==> src/rtl/demux_seq_driver.sv <==
// Serialises 8-bit words onto a 1-to-8 demux (din/sel), with a one-word hold buffer and optional inter-frame gap.
// Build option: define DEMUX_SEQ_MSB_FIRST_EN to walk lanes 7..0 instead of 0..7.
//
// state | meaning
// IDLE  | no frame in flight, hold empty
// SHIFT | driving one lane per cycle, bit_cnt = position within frame
// GAP   | idle spacing after a frame, gap_cnt counts down to zero
module demux_seq_driver #(
   parameter int GAP_CYCLES = 0
) (
   input  logic       clk,
   input  logic       rst_n,
   input  logic       in_valid,
   input  logic [7:0] in_data,
   output logic       in_ready,
   output logic       din,
   output logic [2:0] sel,
   output logic       out_valid,
   output logic       frame_start,
   output logic       frame_done,
   output logic       busy
);

   typedef enum logic [1:0] {IDLE, SHIFT, GAP} state_t;

   localparam bit         HAS_GAP  = (GAP_CYCLES > 0);
   localparam logic [3:0] GAP_LOAD = HAS_GAP ? 4'(GAP_CYCLES - 1) : 4'd0;

   state_t     state, state_n;
   logic [2:0] bit_cnt, bit_cnt_n;
   logic [7:0] shift_reg, shift_reg_n;
   logic [3:0] gap_cnt, gap_cnt_n;
   logic [7:0] hold_reg, hold_reg_n;
   logic       hold_full, hold_full_n;
   logic       accept;
   logic [2:0] lane;

   assign in_ready = ~hold_full;
   assign accept   = in_valid & ~hold_full;

`ifdef DEMUX_SEQ_MSB_FIRST_EN
   assign lane = ~bit_cnt;
`else
   assign lane = bit_cnt;
`endif

   assign out_valid   = (state == SHIFT);
   assign din         = out_valid ? shift_reg[lane] : 1'b0;
   assign sel         = out_valid ? lane : 3'd0;
   assign frame_start = out_valid && (bit_cnt == 3'd0);
   assign frame_done  = out_valid && (bit_cnt == 3'd7);
   assign busy        = (state != IDLE) || hold_full;

   always_ff @(posedge clk or negedge rst_n) begin
      if (!rst_n) begin
         state     <= IDLE;
         bit_cnt   <= 3'd0;
         shift_reg <= 8'd0;
         gap_cnt   <= 4'd0;
         hold_reg  <= 8'd0;
         hold_full <= 1'b0;
      end else begin
         state     <= state_n;
         bit_cnt   <= bit_cnt_n;
         shift_reg <= shift_reg_n;
         gap_cnt   <= gap_cnt_n;
         hold_reg  <= hold_reg_n;
         hold_full <= hold_full_n;
      end
   end

   always_comb begin
      state_n     = state;
      bit_cnt_n   = bit_cnt;
      shift_reg_n = shift_reg;
      gap_cnt_n   = gap_cnt;
      hold_reg_n  = hold_reg;
      hold_full_n = hold_full;

      case (state)
         IDLE: begin
            if (accept) begin
               state_n     = SHIFT;
               shift_reg_n = in_data;
               bit_cnt_n   = 3'd0;
            end
         end

         SHIFT: begin
            bit_cnt_n = bit_cnt + 3'd1;
            if (accept) begin
               hold_reg_n  = in_data;
               hold_full_n = 1'b1;
            end
            if (bit_cnt == 3'd7) begin
               if (HAS_GAP) begin
                  state_n   = GAP;
                  gap_cnt_n = GAP_LOAD;
               end else if (hold_full) begin
                  shift_reg_n = hold_reg;
                  hold_full_n = 1'b0;
               end else if (accept) begin
                  // word arriving on the last bit skips the hold and starts next cycle
                  shift_reg_n = in_data;
                  hold_full_n = 1'b0;
               end else begin
                  state_n = IDLE;
               end
            end
         end

         GAP: begin
            gap_cnt_n = gap_cnt - 4'd1;
            if (accept) begin
               hold_reg_n  = in_data;
               hold_full_n = 1'b1;
            end
            if (gap_cnt == 4'd0) begin
               bit_cnt_n = 3'd0;
               if (hold_full) begin
                  state_n     = SHIFT;
                  shift_reg_n = hold_reg;
                  hold_full_n = 1'b0;
               end else if (accept) begin
                  state_n     = SHIFT;
                  shift_reg_n = in_data;
                  hold_full_n = 1'b0;
               end else begin
                  state_n = IDLE;
               end
            end
         end

         default: begin
            state_n = IDLE;
         end
      endcase
   end

endmodule

==> config.mk <==
export PLATFORM = sky130hd
export DESIGN_NAME = demux_seq_driver
export DESIGN_NICKNAME = d
export VERILOG_FILES = /design/src/rtl/demux_seq_driver.sv
export SDC_FILE = /design/constraint.sdc
export NUM_CORES = 1
export LEC_CHECK = 0
export ABC_AREA = 1
export CAP_MARGIN = 20
export CORE_MARGIN = 4
export CORE_UTILIZATION = 43
export CTS_CLUSTER_SIZE = 20
export DETAILED_ROUTE_END_ITERATION = 12
export PLACE_DENSITY = 0.74
export REMOVE_ABC_BUFFERS = 1
export SYNTH_ARGS = -nofsm -noshare
export SYNTH_HDL_FRONTEND = slang
export SYNTH_SLANG_ARGS = --single-unit
export TNS_END_PERCENT = 100
==> constraint.sdc <==
create_clock -name clk -period 1.58 [get_ports clk]
set_input_delay 0.316 -clock clk [delete_from_list [all_inputs] [get_ports clk]]
set_output_delay 0.316 -clock clk [all_outputs]
set_load 0.1 [all_outputs]
== Yosys cells after proc, flatten, opt, wreduce, memory -nomap -nowiden ==
Cells that the tools add are included.

* Output and inout port bits: 9
* Bits in registers: 26
* Logic and storage cells: 59
* Input port bits: 11

* Muxes and demuxes: 26
* $add $sub $neg: 2
* Equal/unequal tests: 8
* Order comparisons: 1
* Bitwise logic cells: 2
* Reductions and logical operators: 14

{| class="wikitable"
|+ Operator list
! cell !! number
|-
| 2-to-1 mux 8 bit || 4
|-
| one-hot mux 8 bit (3 select lines) || 1
|-
| 2-to-1 mux 2 bit || 5
|-
| 2-to-1 mux 1 bit || 9
|-
| 2-to-1 mux 3 bit || 3
|-
| one-hot mux 3 bit (3 select lines) || 1
|-
| != test 2 bit (second input constant) || 4
|-
| one-hot mux 2 bit (3 select lines) || 1
|-
| AND reduction 3 bit || 2
|-
| AND reduction 5 bit || 1
|-
| zero test 4 bit || 1
|-
| less-than comparator 3 x 4 -> 1 bit (second input constant) || 1
|-
| nonzero test 2 bit || 2
|-
| subtractor 4 x 1 -> 4 bit (second input constant) || 1
|-
| adder 3 x 1 -> 3 bit (second input constant) || 1
|-
| binary-select mux 1 bit (select 3 bit) || 1
|-
| == test 3 bit (second input constant) || 1
|-
| zero test 3 bit || 1
|-
| nonzero test 3 bit || 1
|-
| == test 2 x 1 -> 1 bit (second input constant) || 1
|-
| == test 2 bit (second input constant) || 1
|-
| logical AND 1 bit || 2
|-
| zero test 2 bit || 1
|-
| != test 2 x 1 -> 1 bit (second input constant) || 1
|-
| other kinds (6) || 6
|}

== Longest topological paths before layout ==
* Depth in word-level cells: 7
* Depth in mapped cells: 8
* Mapped depth without buffers: 7

== Worst setup path before layout ==
OpenSTA, ideal clock, no wires.

* Path type: reg-to-output
* From: register state[0]
* To: output port din
* Required time: 1264 ps
* Buffers on the path: 1
* Slack: -1319 ps
* Stages on the path, launching flop included: 6
* Data arrival time: 2583 ps
* Cells stage by stage: dfrtp_1 -> buf_6 -> nand2_1 -> inv_1 -> nand2_1 -> nand2_1

* Word-level cells in the longest chain between the ends: 2

{| class="wikitable"
|+ Ends and longest elaborated chain
! element !! line !! RTL
|-
| from (decl) || 29 || <nowiki>state_t state, state_n;</nowiki>
|-
| from (signal assigned) || 63 || <nowiki>state <= state_n;</nowiki>
|-
| == test 2 x 1 -> 1 bit || 47 || <nowiki>assign out_valid = (state == SHIFT);</nowiki>
|-
| 2-to-1 mux 1 bit || 48 || <nowiki>assign din = out_valid ? shift_reg[lane] : 1'b0;</nowiki>
|-
| to (decl) || 16 || <nowiki>output logic din,</nowiki>
|}

No other way between the ends.

== Worst setup path in the final report ==
* From: register bit_cnt[0]
* To: output port din

* Word-level cells in the longest chain between the ends: 3

{| class="wikitable"
|+ Ends and longest elaborated chain
! element !! line !! RTL
|-
| from (decl) || 30 || <nowiki>logic [2:0] bit_cnt, bit_cnt_n;</nowiki>
|-
| from (signal assigned) || 64 || <nowiki>bit_cnt <= bit_cnt_n;</nowiki>
|-
| binary-select mux 1 bit (select 3 bit) || 48 ||
|-
| 2-to-1 mux 1 bit (implied by the code) || 48 ||
|-
| 2-to-1 mux 1 bit || 48 ||
|}

No other way between the ends. The select of a mux whose other input is x is not followed.

==> impl_metrics.toml <==
[cts]
cts.sink_count = 21
cts_made_buffers = 3
cts_tree = "yes"
clk_latency_ps = 300
clock_path_buffers = 2
cts_root_buf = "clkbuf_4"
htree_levels = 1
path_clk_slew_ps = 110
ctsHoldBuffers = 0

[layout]
area_growth_pct = 40.2
mostFrequentLayoutCell = "nand2_1"
num-fill-cells = 215
drive_gt1_share_pct = 22.2
diodes = 0
final_cell_mix = "75 x nand2_1, 39 x inv_1, 19 x dfrtp_1, 12 x o21ai_0, 10 x clkdlybuf4s50_1"
layout.nets = 223

[floorplanning]
io_pins = 20
std_cell_rows = 18
die_x_um = 61.0
die-area_um2 = 3730
start_util_pct = 46.7
die_h_um = 61.0
core_area_um2 = 2590

[sta]
post-route-period-util_pct = 113
setup_viol = 3
slew_headroom_pct = 72.1
timing.fmax_mhz = 561
fin_setup_tns_ps = -476
hold_violations = 0
worstMarginPinSlew_ps = 417
rsz0062_at_grt = "true"
finalClockSkew_ps = 2.71
fin_crit_ps = 1780
slew_violations = 0
worst_slack_ps = -204

[critical_path]
critical_path.max_fanout = 4
r2r_slack_ps = 50
max_stage_delay_ps = 480
r2r_end = "shift_reg[7]"
crit_path_start_kind = "flop"
r2r_cells = 7
reg2reg_from = "bit_cnt[0]"
worst_ep_required_time_ps = 1260
crit_chain = "buf_6 -> nand2_1 -> nand3_1 -> nand2_1 -> nand2_1 -> nand2_2 -> buf_12"
worstSetupPathType = "flop to output pin"
crit_family = "flip-flops"
critical_path.n_buffers_inverters = 2
cp.depth = 7
cp.arrival_ps = 1470
worst_path_most_repeated_cell = "nand2_1"
crit_path_end_kind = "output pin"
crit_end = "din"
startpoint = "bit_cnt[0]"
slowest_stage = "dfrtp_2"

[outcome]
violations = "negative setup slack"
outcome = "finished, violations left"

[synth]
syn_inst = 179
yosysWarningCount = 0
synth.distinct_cells = 12
syn-cell-area_um2 = 1210
avgSynthCellArea_um2 = 6.76
yosysSeqAreaShare_pct = 43.4
ys_ff_latch = 21

[global_route]
antenna_found_initial = 0
grt_max_degree = 22
grt_first_pass_wirelength_mm = 4.40
globalRoute.totalOverflow = 0
grt_pass1_vias = 1133
track_usage_pct = 15.5

[route]
vias = 1126
drt_pass1_iterations = 4
wl_mm = 2.71
wl_per_cell_um = 11.4
routed_via_density = 4.75
drt_iter0_drc = 65
drc = 0
ant_nets = 0

[placed_design]
gp_congestion = 0.830
dp_hpwl_mm = 1.89
portBuffers = 19

[flow_run]
max_cap_viol_count = 0

[min_path]
hp-class = "input port to asynchronous set/reset pin"
metal layers:
metal / share of wire, % / routed length, µm / global-route usage [%]
met1: 41 / 1120 / 18.3
met2: 53 / 1440 / 27.5
met3: 5.1 / 139 / 2.31
met4: 0.63 / 17 / 6.81
met5: 0 / 0 / 0
cell usage after synthesis (all sizes together):
library cell | count | area share [%]
buf | 3 | 2.3
nand3 | 5 | 2.1
nor2 | 3 | 0.93
or2 | 1 | 0.52
o21ai | 12 | 5.0
dfrtp | 21 | 43
ha | 4 | 4.1
inv | 45 | 14
nand2 | 85 | 28
logic make-up after synthesis:
logic type                 after synthesis  share of synthesized area, %
AOI/OAI and AO/OA                       12                          4.96
adders and majority gates                4                          4.14
buffers and inverters                   48                          16.2
DFF                                     21                          43.4
and+or+nand+nor                         94                          31.2
per-stage QoR:
| step | cell area (µm²) | cells | setup slack [ps] | utilization [%] | hold slack (ps) |
|---|---|---|---|---|---|
| floorplan | 1180 | 176 | -1310 | - | 20.4 |
| global placement | 1540 | 230 | 13.0 | 59.4 | 467 |
| detailed placement | 1540 | 230 | -36.0 | 59.4 | 473 |
| CTS | 1640 | 236 | -154 | 63.2 | 346 |
| global route | 1700 | 237 | -238 | 65.5 | 360 |
| finish | 1700 | 237 | -204 | 65.5 | 346 |
timing repair:
action	in CTS	in global routing
gates resized for setup	20	16
gates cloned	0	1
pin swaps	3	11
setup buffers	2	0
setup endpoints to repair	13	6
worst min path at each step:
stage / startpoint / end / slack [ps] / depth (start not counted)
floorplan: rst_n / bit_cnt[0] / 20 / 0
global placement: hold_reg[5] / hold_reg[5] / 470 / 2
detailed placement: hold_reg[2] / hold_reg[2] / 470 / 2
CTS: rst_n / hold_full / 350 / 2
global route: rst_n / hold_full / 360 / 2
finish: rst_n / hold_full / 350 / 2
worst reg2reg max path, cell delays in order (launching register included):
cell and delay, ps:
dfrtp_2 480, ha_2 220, ha_1 210, or2_4 280
nand2_8 90, nand2_1 60, nand2_1 70, inv_1 40
area by class of cell:
| type | instances | area [µm²] | share of cell area, % |
|---|---|---|---|
| Multi-Input combinational cell | 111 | 584 | 34.4 |
| Sequential cell | 21 | 528 | 31.1 |
| Timing Repair Buffer | 26 | 344 | 20.3 |
| Inverter | 45 | 176 | 10.4 |
| Tap cell | 30 | 37.5 | 2.21 |
| Clock buffer | 4 | 26.3 | 1.55 |
Power is not shown: default switching activity piles up to over one toggle a cycle in this logic, so the estimate is an artifact.
